**src/rtl/oam_dma_ctrl.sv**
```systemverilog
// Sprite DMA controller and CPU/DMA bus arbiter: a write to the DMA register halts
// the CPU and copies one page to the OAM data port as alternating read/write cycles.
module oam_dma_ctrl #(
    parameter logic [15:0] DMA_REG_ADDR  = 16'h4014,
    parameter logic [15:0] OAM_DATA_ADDR = 16'h2004,
    parameter int          XFER_LEN      = 256
) (
    input  logic        clk,
    input  logic        rst,
    input  logic [15:0] cpu_addr,
    input  logic [7:0]  cpu_dout,
    input  logic        cpu_we,
    output logic        cpu_rdy,
    output logic [15:0] mem_addr,
    output logic [7:0]  mem_dout,
    output logic        mem_we,
    input  logic [7:0]  mem_din,
    output logic        dma_active
);

    localparam int CNT_W = $clog2(XFER_LEN) + 1;
    localparam logic [CNT_W-1:0] LAST = CNT_W'(XFER_LEN - 1);

    typedef enum logic [2:0] {
        IDLE  = 3'd0,
        HALT  = 3'd1,
        ALIGN = 3'd2,
        READ  = 3'd3,
        WRITE = 3'd4
    } state_t;

    state_t           state_reg;
    state_t           state_next;
    logic [7:0]       page_r;
    logic [CNT_W-1:0] cnt;
    logic [7:0]       data_r;
    logic             parity_r;
    logic             trigger;

    assign trigger = cpu_we && (cpu_addr == DMA_REG_ADDR);

    // State register
    always_ff @(posedge clk or posedge rst) begin
        if (rst) begin
            state_reg <= IDLE;
        end else begin
            state_reg <= state_next;
        end
    end

    // Datapath registers; parity_r tracks even/odd cycles for read alignment
    always_ff @(posedge clk or posedge rst) begin
        if (rst) begin
            page_r   <= 8'h00;
            cnt      <= '0;
            data_r   <= 8'h00;
            parity_r <= 1'b0;
        end else begin
            parity_r <= ~parity_r;
            case (state_reg)
                IDLE: begin
                    if (trigger) begin
                        page_r <= cpu_dout;
                    end
                end
                READ: begin
                    data_r <= mem_din;
                end
                WRITE: begin
                    cnt <= (cnt == LAST) ? '0 : cnt + 1'b1;
                end
                default: ;
            endcase
        end
    end

    // Next-state logic
    always_comb begin
        state_next = state_reg;
        case (state_reg)
            IDLE:    if (trigger) state_next = HALT;
            HALT:    state_next = parity_r ? ALIGN : READ;
            ALIGN:   state_next = READ;
            READ:    state_next = WRITE;
            WRITE:   state_next = (cnt == LAST) ? IDLE : READ;
            default: state_next = IDLE;
        endcase
    end

    // Output logic: the CPU owns the bus combinationally whenever DMA is not running
    always_comb begin
        cpu_rdy    = 1'b1;
        dma_active = 1'b0;
        mem_addr   = cpu_addr;
        mem_dout   = cpu_dout;
        mem_we     = cpu_we;
        case (state_reg)
            HALT, ALIGN: begin
                cpu_rdy    = 1'b0;
                dma_active = 1'b1;
                mem_addr   = OAM_DATA_ADDR;
                mem_dout   = data_r;
                mem_we     = 1'b0;
            end
            READ: begin
                cpu_rdy    = 1'b0;
                dma_active = 1'b1;
                mem_addr   = {page_r, cnt[7:0]};
                mem_dout   = data_r;
                mem_we     = 1'b0;
            end
            WRITE: begin
                cpu_rdy    = 1'b0;
                dma_active = 1'b1;
                mem_addr   = OAM_DATA_ADDR;
                mem_dout   = data_r;
                mem_we     = 1'b1;
            end
            default: ;
        endcase
    end

endmodule

```
**config.mk**
```make
export PLATFORM = sky130hd
export DESIGN_NAME = oam_dma_ctrl
export DESIGN_NICKNAME = d
export VERILOG_FILES = /design/src/rtl/oam_dma_ctrl.sv
export SDC_FILE = /design/constraint.sdc
export NUM_CORES = 1
export LEC_CHECK = 0
export ABC_AREA = 0
export BUFFER_PORTS_ARGS = -buffer_cell sky130_fd_sc_hd__buf_4
export CORE_ASPECT_RATIO = 1.5
export CORE_MARGIN = 4
export CORE_UTILIZATION = 48
export DETAILED_ROUTE_END_ITERATION = 8
export PLACE_DENSITY_LB_ADDON = 0.05
export SLEW_MARGIN = 20
export SYNTH_ARGS = -nofsm -noshare
export SYNTH_HDL_FRONTEND = slang
export SYNTH_SLANG_ARGS = --single-unit
export TNS_END_PERCENT = 20
```
**constraint.sdc**
```tcl
create_clock -name clk -period 2.5 [get_ports clk]
set_input_delay 0.125 -clock clk [delete_from_list [all_inputs] [get_ports clk]]
set_output_delay 0.125 -clock clk [all_outputs]
set_load 0.02 [all_outputs]
```
==> impl.org <==
** Run status
- Outcome :: finished clean

** Timing
- Share of the clock period used by the worst path after layout :: 0.8635
- Headroom to the max-slew limit came out at 0.5292.
- Number of failing hold endpoints at the final stage :: 0
- The max-slew violation count is 0.
- Final number of setup-violating endpoints :: 0
- Subtracting the final worst setup slack from the clock period gives 2.159 ns.
- Unrepaired setup endpoints after global routing :: no
- At the pin with the least slew margin, the transition time is 0.7055 ns.
- Adding up every negative setup slack in the final design gives 0 ns.
- Clock Skew :: 0.004840 ns
- FMAX :: 463.3 MHz

** Critical path
- Critical Path RT :: 2.38 ns
- STA classifies the critical path startpoint as a register.
- Data on the critical path arrives at its endpoint at 2.03 ns.
- The slowest stage of the critical path belongs to the cell sky130_fd_sc_hd__inv_1.
- Critical-path maximum fanout :: 20
- STA classifies the critical path endpoint as a primary output.
- Traced cell by cell, the critical path runs through nand2_1, or2_2, inv_1, a22o_1, buf_4.
- In this design, the stage delay of the slowest critical-path cell is 0.52 ns.
- Among cell families on the critical path, the largest total delay comes from buffers and inverters.
- CP Class :: register to primary output
- Buffering stage count on the worst path with inverters included :: 2

** Final layout
- The sequential cells in the finished layout cover a total of 725.7 um^2.
- Share of layout cells above drive strength 1 :: 0.4252
- Most flops, register :: cnt
- Core Util, Final :: 0.7042
- The net count of the finished layout is 250.
- Antenna cells :: 0
- Largest registers :: cnt (9), data_r (8), page_r (8)
- After filler insertion, the fill cell instance count of the layout stands at 248.
- Cell Count, Final, Fillers Out :: 253
- Largest register FFs :: 9
- Compared with the post-synthesis result, the final layout area differs by 37.62%.
- Multi-input combinational cell area :: 744.5 um^2

** Synthesis
- Of the post-synthesis cell area, the part taken by muxes is 0.1238.
- Synth Area in Compound Gates :: 0.1156
- Yosys printed 0 warnings.
- By area, the combinational part of the netlist is dominated by simple AND/OR/NAND/NOR gates.
- Of the post-synthesis cell area, the dominant cell type holds 0.4723.
- Count of distinct cell types in the synthesized netlist :: 31
- Netlist area before placement :: 1536 um^2
- The average instance in the mapped netlist occupies 10.24 um^2.
- Of the total synthesized cell area, the portion taken by full adders, half adders and majority gates is 0.008143.
- Simple-gate share of the synthesized area :: 0.1914
- Xor-xnor portion of the synthesized cell area :: 0.04560
- Synthesis produced a netlist with a net count of 186.
- Synthesized instance count :: 150
- In this run, synthesis produced a sequential element count of 29.
- Synth area leader :: sky130_fd_sc_hd__dfrtp_1
- In the post-synthesis netlist, the biggest area contributors are sky130_fd_sc_hd__dfrtp_1 (47%), sky130_fd_sc_hd__mux2_2 (12%), sky130_fd_sc_hd__nand2_1 (8.3%).
- Of the synthesized area, sequential elements account for 0.4723.

** Clock tree
- CTS root buffer :: sky130_fd_sc_hd__clkbuf_8
- Gates resized during post-CTS repair numbered 0.
- Counting the buffers created by CTS gives 5.
- Number of sinks on the clock net :: 29
- The number of setup buffers added after CTS is 0.
- Clock transition time at the flip-flop clock pins of the worst setup and hold paths :: 0.06 ns
- In this run the deepest clock path goes through 2 buffers.
- Number of levels the H-tree was split into :: 2
- TritonCTS clock tree :: yes
- Clock latency on the worst-skew pair, taken at its later pin, is 0.27 ns.
- Buffers inserted to repair hold after CTS numbered 1.

** Die
- Row count :: 24
- Die outline width :: 54.20 um
- The die is 77.30 um tall.
- The die covers 4189 um^2.
- The initial utilization of the core area, before any placement, comes to 0.5117.
- Placeable core area :: 3003 um^2
- # IOs :: 62

** Drt
- In the routed layout, each cell is associated on average with a via count of 5.300.
- Routed wire length per instance :: 15.55 um
- Final ANT Viol Nets :: 0
- For this block, the initial DRC count from the detailed router was 10.
- The detailed router placed 1341 vias in this run.
- Remaining routing DRC violations :: 0
- Number of iterations in the first detailed-routing pass :: 4
- Wirelength, routed :: 3933 um

** Global route
- For met3 alone, demand over resource in global routing was 0.05426.
- Initial antenna violation count :: 0
- For this run, global-route usage on met2 was measured as 0.3549.
- All-layer global routing usage :: 0.2031
- The layer flagged by global routing as most heavily used is met2.
- In the global route stage, met1 resource usage came out at 0.2293.
- Maximum number of pins on one net before global-route repair :: 30
- For this run the aggregate overflow at the end of global routing stands at 0.
- The via count of the first global-routing pass was 1422.
- The first global-routing pass estimated 6272 um of wire.

** Placed design
- Counting tap cells, the placed design contains a total of 245 instances.
- The HPWL after detailed placement is 3083 um.
- Port-buffer cells :: 61
- Global placement routability congestion :: 0.7596

** Power and ir drop
- Maximum vdd drop :: 0.5447 mV
- PD cells :: 451.2 nW/um^2
- Leakage power summed over all cells :: 1.060 nW

** Job
- Across the run, the number of max-cap violations was 0.

** Min path
- Path type of the worst min-delay path :: input port to register
==> cell type report <==
class | count | share of cell area
flip-flops and latches | 29 | 0.3432
inverters | 7 | 0.01243
well taps | 39 | 0.02308
clock buffers | 7 | 0.04083
multi-input cells | 107 | 0.3521
repair buffers | 64 | 0.2284
==> power breakdown <==
| part | switching (mW) | leakage [nW] | internal (mW) |
|---|---|---|---|
| sequential | 0.00342 | 0.363 | 0.476 |
| clock | 0.165 | 0.0443 | 0.218 |
| combinational | 0.0392 | 0.653 | 0.0527 |
==> metrics by stage <==
| step | instance area [um^2] | power [mW] | hold WS [ns] | setup slack [ns] |
|---|---|---|---|---|
| CTS | 2115 | 0.9682 | 0.07486 | 0.3403 |
| floorplan | 1536 | 0.5161 | 0.2031 | 0.8644 |
| global route | 2115 | 0.9982 | 0.07891 | 0.1345 |
| detailed placement | 2018 | 0.5800 | 0.2303 | 0.6238 |
| finish | 2115 | 0.9541 | 0.08196 | 0.3413 |
| global placement | 2018 | 0.5779 | 0.2162 | 0.6591 |
==> routing by layer <==
metal  vias up  part of all wire
met5         -                 0
met4         0             0.012
met3         6             0.065
met2        44              0.54
met1       645              0.38
li1        646                 -
==> path summary, 6_finish.rpt <==
kind / start / end / slack [ns] / cells past startpoint
setup / recovery: state_reg[0] / mem_addr[12] / 0.34 / 5
hold / removal: mem_din[0] / data_r[0] / 0.08 / 2
setup reg to reg: state_reg[0] / data_r[5] / 0.61 / 4
hold reg to reg: parity_r / parity_r / 0.43 / 1
max in group asynchronous: rst / data_r[0] / 1.75 / 4
min in group asynchronous: rst / cnt[2] / 0.48 / 4
==> kinds of logic (layout without fill, tap and decap cells) <==
group,after synthesis,after routing
and+or+nand+nor,59,59
muxes,17,17
xor gates and xnor gates,8,8
DFF,29,29
buffers and inverters,14,78
adders and majority gates,1,1
AOI/OAI and AO/OA,22,22
==> synthesized netlist by cell type (all sizes together) <==
library cell / count
clkbuf: 3
inv: 7
nor4bb: 1
o21ai: 5
a22o: 12
o31a: 1
nand2: 34
or3b: 1
or2: 1
and2: 1
nor2: 8
o31ai: 1
xnor2: 8
nor4: 3
nand3: 4
o22a: 2
nand4: 1
buf: 4
o221ai: 1
nor3: 2
mux2i: 1
mux2: 16
ha: 1
or3: 1
nor4b: 2
dfrtp: 29
==> worst register-to-register path, delay by kind of cell (launching register included) <==
family	cells	cell delay, ns
buffers and inverters	1	0.52
multiplexers	1	0.42
AND/OR/NAND/NOR	2	0.39
flip-flops	1	0.44
==> cell usage in the layout (no fill, tap or decap), types with 2 or more instances in the layout <==
| master | Yosys | layout |
|---|---|---|
| sky130_fd_sc_hd__a22o_1 | 12 | 12 |
| sky130_fd_sc_hd__nor2_1 | 6 | 6 |
| sky130_fd_sc_hd__clkbuf_8 | 0 | 6 |
| sky130_fd_sc_hd__mux2_2 | 16 | 16 |
| sky130_fd_sc_hd__nor4b_1 | 2 | 2 |
| sky130_fd_sc_hd__o22a_1 | 2 | 2 |
| sky130_fd_sc_hd__nor2_2 | 2 | 2 |
| sky130_fd_sc_hd__xnor2_1 | 8 | 8 |
| sky130_fd_sc_hd__buf_4 | 1 | 63 |
| sky130_fd_sc_hd__o21ai_0 | 5 | 5 |
| sky130_fd_sc_hd__nand2_1 | 34 | 34 |
| sky130_fd_sc_hd__nor3_1 | 2 | 2 |
| sky130_fd_sc_hd__inv_1 | 7 | 7 |
| sky130_fd_sc_hd__nand3_1 | 4 | 4 |
| sky130_fd_sc_hd__dfrtp_1 | 29 | 29 |
Note: power is estimated with default switching activity, not from simulation.
